--- config.mk ---
export PLATFORM = sky130hd
export DESIGN_NAME = queue_write_dispatcher
export DESIGN_NICKNAME = d
export VERILOG_FILES = /design/src/rtl/queue_write_dispatcher.sv
export SDC_FILE = /design/constraint.sdc
export NUM_CORES = 1
export LEC_CHECK = 0
export BUFFER_PORTS_ARGS = -buffer_cell sky130_fd_sc_hd__clkbuf_2
export CAP_MARGIN = 20
export CELL_PAD_IN_SITES_DETAIL_PLACEMENT = 1
export CELL_PAD_IN_SITES_GLOBAL_PLACEMENT = 1
export CORE_UTILIZATION = 37
export CTS_CLUSTER_DIAMETER = 50
export DETAILED_ROUTE_END_ITERATION = 10
export PLACE_DENSITY_LB_ADDON = 0.1
export SLEW_MARGIN = 40
export SYNTH_ARGS = -nofsm -noshare
export SYNTH_HDL_FRONTEND = slang
export SYNTH_SLANG_ARGS = --single-unit
--- constraint.sdc ---
create_clock -name clk -period 2.49 [get_ports clk]
set_input_delay 0.498 -clock clk [delete_from_list [all_inputs] [get_ports clk]]
set_output_delay 0.498 -clock clk [all_outputs]
set_load 0.03 [all_outputs]
--- src/rtl/queue_write_dispatcher.sv ---
`timescale 1ns/1ps
// Write-side front end of the FIFO bank: holds one upstream word in a register and
// routes it by its destination field. A word whose FIFO stays full too long is dropped and counted.
module queue_write_dispatcher #(
  parameter int QUEUE_QUANTITY = 4,
  parameter int DATA_BITS      = 8,
  parameter int STALL_LIMIT    = 16,
  parameter int DROP_CNT_BITS  = 8
) (
  input  logic                      clk,
  input  logic                      rst,
  input  logic                      enb,
  input  logic [DATA_BITS-1:0]      in_data,
  input  logic                      in_valid,
  output logic                      in_ready,
  input  logic [QUEUE_QUANTITY-1:0] buf_full,
  output logic [QUEUE_QUANTITY-1:0] push,
  output logic [DATA_BITS-1:0]      push_data,
  output logic                      stall,
  output logic [DROP_CNT_BITS-1:0]  drop_count
);

  localparam int DW  = (QUEUE_QUANTITY > 1) ? $clog2(QUEUE_QUANTITY) : 1;
  localparam int SCW = (STALL_LIMIT > 1) ? $clog2(STALL_LIMIT) : 1;
  localparam logic [DW:0]    QQ_LIMIT   = (DW+1)'(QUEUE_QUANTITY);
  localparam logic [SCW-1:0] STALL_LAST = SCW'((STALL_LIMIT > 0) ? STALL_LIMIT - 1 : 0);
  localparam bit             LIMIT_ON   = (STALL_LIMIT != 0);

  typedef enum logic [1:0] {IDLE, HOLD, STALL} state_t;

  state_t                   state, state_d;
  logic [DATA_BITS-1:0]     hold_data;
  logic [DW-1:0]            hold_dest;
  logic [SCW-1:0]           stall_cnt, stall_cnt_d;
  logic [DROP_CNT_BITS-1:0] drop_count_d;
  logic [2**DW-1:0]         full_pad;
  logic                     dest_ok, target_full, fire, drop_now, accept;

  // Padding the full flags lets an out-of-range destination index safely.
  assign full_pad    = (2**DW)'(buf_full);
  assign dest_ok     = {1'b0, hold_dest} < QQ_LIMIT;
  assign target_full = dest_ok & full_pad[hold_dest];

  assign fire     = enb & (state != IDLE) & dest_ok & ~target_full;
  assign drop_now = enb & (state != IDLE) &
                    (~dest_ok | (LIMIT_ON & target_full & (stall_cnt == STALL_LAST)));

  assign push      = fire ? (QUEUE_QUANTITY'(1) << hold_dest) : '0;
  assign push_data = hold_data;
  assign in_ready  = rst & enb & ((state == IDLE) | fire | drop_now);
  assign stall     = (state == STALL);
  assign accept    = in_valid & in_ready;

  always_comb begin
    state_d      = state;
    stall_cnt_d  = stall_cnt;
    drop_count_d = drop_count;
    if (enb) begin
      case (state)
        IDLE: begin
          if (accept) state_d = HOLD;
        end
        default: begin
          if (fire || drop_now) begin
            state_d     = accept ? HOLD : IDLE;
            stall_cnt_d = '0;
            if (drop_now && (drop_count != '1))
              drop_count_d = drop_count + DROP_CNT_BITS'(1);
          end else begin
            state_d     = STALL;
            stall_cnt_d = (state == HOLD) ? SCW'(1) : stall_cnt + SCW'(1);
          end
        end
      endcase
    end
  end

  always_ff @(posedge clk or negedge rst) begin
    if (!rst) begin
      state      <= IDLE;
      hold_data  <= '0;
      hold_dest  <= '0;
      stall_cnt  <= '0;
      drop_count <= '0;
    end else begin
      state      <= state_d;
      stall_cnt  <= stall_cnt_d;
      drop_count <= drop_count_d;
      if (accept) begin
        hold_data <= in_data;
        hold_dest <= in_data[DATA_BITS-1 -: DW];
      end
    end
  end

endmodule
==> metrics.txt, run 1 <==
DR iter-0 viols=21; Setup WS pre-CTS=0.284 ns; die area=0.00314 sq mm; Core ar.=0.00276 sq mm; CP startpoint kind=flop; number of flops mapped to enable cells by yosys=0; clock slew at reported path FFs=0.13 ns; max cap viols=0; Logic pwr share=34.1%; most area-consuming cells after synthesis=dfrtp_1, mux2_2, xor2_1; Unique masters post-synth=31; Tmin final=2.36 ns; PwrDens=851 mW/mm^2; Post-Route WL=2.32 mm; clock network fraction of total power=23.4%; RSZ-0062 raised after global routing=false; Slowest-stage cell, CP=mux4_2; post-synth top area share=51.0%; Num CTS Buffers=3; global-route wire length before repair=4.20 mm; Area Growth Syn to Fin=29.2%; Crit path largest cell delay=0.57 ns; Die X=56.0 microns; htree depth=1; worst min path class=input pin to flop; critical hold path startpoint=in_data[7]; Hold Vio Cnt, Final=0; remaining antenna violation count after routing=0; maximum clock path buffer count=2; Synthesized Nets=111; Yosys Warn Count=0; final instance area=0.00140 sq mm; run status=complete, no violations; GRT Overall Usage=16.9%; CTS sink count=22; Mapped Cells=93; WP buf/inv=1; Residual DRC=0; number of port buffers=37; syn avg cell area=11.6 sq um; most common cell in the synthesized netlist=dfrtp_1; crit path launch=push_data[6]$_DFFE_PN0P_; via count=873; relative max-transition margin=71.6%; post-DP HPWL=1.78 mm; Crit Path Class=flop to output port; ant diodes=0; #FFs+latches synth=22; grt ovf=0; vias per cell=5.23; NumNets Final=155; row count=19; crit path DAT=1.87 ns; FFs w/ async S/R, synth=100%; FMAX=0.423 GHz; switching fraction of total power=36.4%; worst-path fanout max=6; dominant cell type by area after synthesis=dfrtp_1; period utilization=94.9%; first-pass iteration count of the detailed router=2; Final Skew=0.00198 ns; setup-violating endpoint count in the final report=0; Root Buffer=clkbuf_4; initial antenna violation count=0; largest net degree at the start of global routing=19; Synth top cells by count=dfrtp_1, mux2_2, nand3_1; Max VDD drop=0.584 mV; ys flop type=dfrtp_1; RePlAce Congestion=0.696; initial core utilization=39.2%; final slew viol count=0; CP required=1.99 ns; CTS tree=done; die extent in y=56.0 microns; reg-to-reg startpoint=push_data[6]$_DFFE_PN0P_; Slew @ Worst Pin=0.426 ns; switching pwr=0.000432 W; clock latency on the worst-skew pair=0.31 ns; Sum Neg Setup Slack=0 ns; final core occ=50.6%; register area share after synthesis=51.0%; final worst slack=0.127 ns; fraction of layout cells with a size suffix above 1=44.9%; DP Area=0.00132 sq mm; Worst path top cell family by delay=multiplexers; register share of total power=42.4%; Synth Cell Area=0.00108 sq mm; io pins=38; vias in the first global route=937; Critical Path Sink Type=output port; Lkg Pwr=0.695 nW; internal power=0.000755 W; Routed WL per cell=13.9 microns; crit-path cells=mux4_2 > a311oi_2 > clkbuf_2
[metal layers]
layer | wire (microns) | global-route usage [%] | vias up
li1 | - | - | 427
met1 | 1100 | 22.7 | 420
met2 | 1100 | 26.9 | 24
met3 | 100 | 3.49 | 2
met4 | 18 | 6.27 | 0
met5 | 0 | 0 | -
[cell families (layout without fill, tap and decap cells)]
kind of cell	Yosys count	in the layout	share of synthesized area (%)
AND/OR/NAND/NOR	33	33	16.2
flip-flops	22	22	51.0
AO/OA/AOI/OAI	13	13	10.7
multiplexers	11	11	12.4
XOR/XNOR	7	7	5.68
buffers and inverters	5	48	1.74
adder cells (fa/ha/maj)	2	2	2.32
[area by class of cell]
class	instances	area, sq um
tap	31	38.8
multi-input combinational	66	523
clock inverter	1	30.0
clock buffer	3	22.5
fill	323	1360
timing repair buffer	41	218
sequential	22	552
inverter	3	11.3
[registers in the layout (all words and copies together) (netlist names)]
| name | flops |
|---|---|
| drop_count | 8 |
| push_data | 8 |
| stall_cnt | 4 |
| state | 2 |
[power by group through the flow]
stage / logic (W) / registers (W) / clock network, W
global placement: 0.000382 / 0.000504 / 0
CTS: 0.000392 / 0.000505 / 0.000286
global route: 0.000437 / 0.000521 / 0.000298
detailed placement: 0.000390 / 0.000511 / 0
floorplan: 0.000188 / 0.000588 / 0
finish: 0.000405 / 0.000504 / 0.000278
[final timing paths]
path	end	slack [ns]	cells past startpoint
worst max-delay path	in_ready	0.13	3
worst min-delay path	push_data[7]$_DFFE_PN0P_	0.41	2
worst max register to register	push_data[6]$_DFFE_PN0P_	0.48	4
worst min register to register	drop_count[6]$_DFFE_PN0P_	0.50	1
max in group asynchronous	drop_count[7]$_DFFE_PN0P_	1.49	3
min in group asynchronous	stall_cnt[1]$_DFFE_PN0P_	0.53	2
[layout by cell type (no fill, tap or decap)]
| cell type | synthesis | final |
|---|---|---|
| nand2b_1 | 2 | 2 |
| nor4b_2 | 0 | 1 |
| a311oi_2 | 0 | 1 |
| xnor2_1 | 1 | 1 |
| a21oi_1 | 2 | 2 |
| xor2_1 | 6 | 6 |
| nand4_1 | 3 | 3 |
| inv_1 | 3 | 3 |
| and4_1 | 1 | 1 |
| nor3_1 | 4 | 4 |
| nor2b_1 | 1 | 1 |
| ha_1 | 2 | 2 |
| a31oi_4 | 1 | 1 |
| nor3b_1 | 1 | 1 |
| buf_4 | 0 | 3 |
| clkbuf_2 | 0 | 37 |
| o2111ai_2 | 1 | 1 |
| a32o_1 | 2 | 2 |
| bufinv_16 | 0 | 1 |
| mux4_2 | 1 | 1 |
| clkbuf_4 | 0 | 3 |
| mux2_2 | 9 | 9 |
| nand3_1 | 7 | 7 |
| dlygate4sd3_1 | 0 | 1 |
| nor4_1 | 1 | 1 |
| nor2_1 | 4 | 4 |
| a21o_1 | 1 | 1 |
| o21ai_0 | 3 | 3 |
| mux2i_1 | 1 | 1 |
| dfrtp_2 | 0 | 1 |
| nand2_1 | 6 | 6 |
| and3_2 | 1 | 1 |
| dfrtp_1 | 22 | 21 |
| a22o_1 | 1 | 1 |
| o32ai_1 | 1 | 1 |
| or2_2 | 1 | 1 |
[what timing repair did]
action / CTS / global route
gates resized for setup: 1 / 0
endpoints found under the hold margin: 4 / 0
hold buffers: 1 / 0
buffers inserted: 0 / 2
endpoints found under the setup margin: 1 / 1
[metrics by stage]
stage	hold slack, ns	power [W]	std cells
global route	0.398	0.00126	167
finish	0.406	0.00119	167
CTS	0.394	0.00118	165
detailed placement	0.346	0.000902	160
global placement	0.340	0.000886	160
floorplan	0.202	0.000777	93
(Power assumes the default switching activity.)
==> run 2: changes to the inputs <==
CORE_UTILIZATION = 35   (was 37)
==> run 2 against run 1 <==
Compared with the run above:
- the run now ends with design-rule violations left
- setup slack improved by 0.0050 ns
- die area grew 5.5%
- global-route usage decreased by 0.55 points
- largest cell class unchanged
- sequential cell count stayed put
- critical endpoint unchanged
- via count increased by 2.6%
- routed wire length is 1.3% higher
==> metrics.txt, run 2 (same netlist as run 1, synthesis figures left out) <==
Lkg Pwr=0.679 nW (-2.3%); Crit Path Class=flop to output port; Sum Neg Setup Slack=0 ns (unchanged); Tmin final=2.36 ns (-0.00502 ns); die area=0.00331 sq mm (+5.5%); Hold Vio Cnt, Final=0 (unchanged); global-route wire length before repair=4.20 mm (-0.17%); fraction of layout cells with a size suffix above 1=44.8% (-0.077 points); CTS Hold Buffers Added=0 (-1); final core occ=48.1% (-2.5 points); failing checks=design-rule violations; htree depth=1 (unchanged); commonest non-fill, non-tap cell in the layout=clkbuf_2; final worst slack=0.132 ns (+0.00502 ns); DR iter-0 viols=21 (unchanged); maximum clock path buffer count=2 (unchanged); Residual DRC=1 (+1); RSZ-0062 raised after global routing=false; vias per cell=5.43 (+3.9%); vias in the first global route=914 (-2.5%); CP required=1.99 ns (about the same); final slew viol count=0 (unchanged); Post-Route WL=2.35 mm (+1.3%); crit path DAT=1.86 ns (about the same); setup-violating endpoint count in the final report=0 (unchanged); number of port buffers=37 (unchanged); CTS tree=done; run status=complete, but fails checks; Critical Path Sink Type=output port; reg-to-reg startpoint=push_data[6]$_DFFE_PN0P_; via count=896 (+2.6%); ant diodes=0 (unchanged); clock slew at reported path FFs=0.12 ns (about the same); first-pass iteration count of the detailed router=9 (+7); GRT Overall Usage=16.3% (-0.55 points); worst min path class=input pin to asynchronous set/reset pin; register area=552 sq um (unchanged); Setup WS pre-CTS=0.253 ns (-0.0314 ns); clock latency on the worst-skew pair=0.30 ns (about the same); remaining antenna violation count after routing=0 (unchanged); RePlAce Congestion=0.741 (+6.4%); relative max-transition margin=69.1% (-2.5 points); Num CTS Buffers=3 (unchanged); largest net degree at the start of global routing=14 (-5); grt ovf=0 (unchanged); FMAX=0.424 GHz (+0.21%); initial antenna violation count=0 (unchanged); NumNets Final=153 (-1.3%); Die X=57.5 microns (+2.7%); initial core utilization=38.2% (-0.99 points); fill count=324 (+0.31%); Slew @ Worst Pin=0.463 ns (+0.0373 ns); worst-path fanout max=5 (-1); multi-input logic area=523 sq um (unchanged); Final Skew=0.00312 ns (+0.00114 ns); Area Growth Syn to Fin=26.1%; period utilization=94.7% (-0.20 points); Root Buffer=clkbuf_4; Max VDD drop=0.499 mV (-15%); die extent in y=57.5 microns (+2.7%); CP startpoint kind=flop; row count=19 (unchanged); crit path launch=stall_cnt[0]$_DFFE_PN0P_; PwrDens=799 mW/mm^2 (-6.1%); CTS sink count=22 (unchanged); io pins=38 (unchanged); highest-count cells in the layout ignoring fill and taps=clkbuf_2, dfrtp_1, mux2_2, nand3_1; max cap viols=0 (unchanged); Routed WL per cell=14.2 microns (+2.5%); Fin Hold WS=0.0572 ns (-0.348 ns); Core ar.=0.00283 sq mm (+2.6%); post-DP HPWL=1.79 mm (+0.63%)
run 2: cell count changes in the layout (fill, tap and decap cells not counted):
cell,previous run,this run
buf_4,3,2
bufinv_16,1,0
clkbuf_8,0,1
dlygate4sd3_1,1,0
run 2: where the power goes:
part | internal, W | switching [W]
Combinational | 0.000154 | 0.000240
Sequential | 0.000430 | 0.0000713
Clock | 0.0000892 | 0.000104
Total | 0.000673 | 0.000416
run 2: worst paths after layout:
| kind | to | depth (start not counted) | slack [ns] |
|---|---|---|---|
| worst max register to register | push_data[3]$_DFFE_PN0P_ | 4 | 0.49 |
| max in group asynchronous | push_data[2]$_DFFE_PN0P_ | 2 | 1.94 |
| worst min-delay path | stall_cnt[0]$_DFFE_PN0P_ | 1 | 0.06 |
| worst max-delay path | in_ready | 4 | 0.13 |
| min in group clk | push_data[6]$_DFFE_PN0P_ | 2 | 0.42 |
| worst min register to register | drop_count[6]$_DFFE_PN0P_ | 1 | 0.50 |
run 2: stage by stage:
step / power, W / instances / cell area, sq um
5_1_grt: 0.00116 / 165 / 1360
3_3_place_gp: 0.000885 / 160 / 1320
4_1_cts: 0.00110 / 164 / 1350
2_1_floorplan: 0.000777 / 93 / 1090
6_report: 0.00109 / 165 / 1360
3_5_place_dp: 0.000899 / 160 / 1320
run 2: metal layers:
metal | global-route usage (%) | vias to the layer above | wire length (microns)
met2 | 28.7 | 30 | 1120
met3 | 4.31 | 2 | 132
met1 | 20.1 | 441 | 1090
met4 | 3.14 | 0 | 10
met5 | 0 | - | 0
li1 | - | 423 | -
run 2: worst max-delay path, stage by stage, from the launching register on:
cell and delay (ns):
dfrtp_1 0.43, ha_1 0.23, nand4_1 0.29, a311oi_2 0.36, clkbuf_2 0.25
run 2: layout make-up:
type / instances / share of cell area (%)
Clock buffer: 4 / 2.67
Tap cell: 31 / 2.85
Inverter: 3 / 0.827
Multi-Input combinational cell: 66 / 38.4
Timing Repair Buffer: 39 / 14.7
Sequential cell: 22 / 40.5
run 2: timing repair:
| action | CTS | global route |
|---|---|---|
| setup buffers | 0 | 1 |
| gates resized for setup | 1 | 0 |
| cloned | 0 | 0 |
| endpoints found under the setup margin | 1 | 1 |
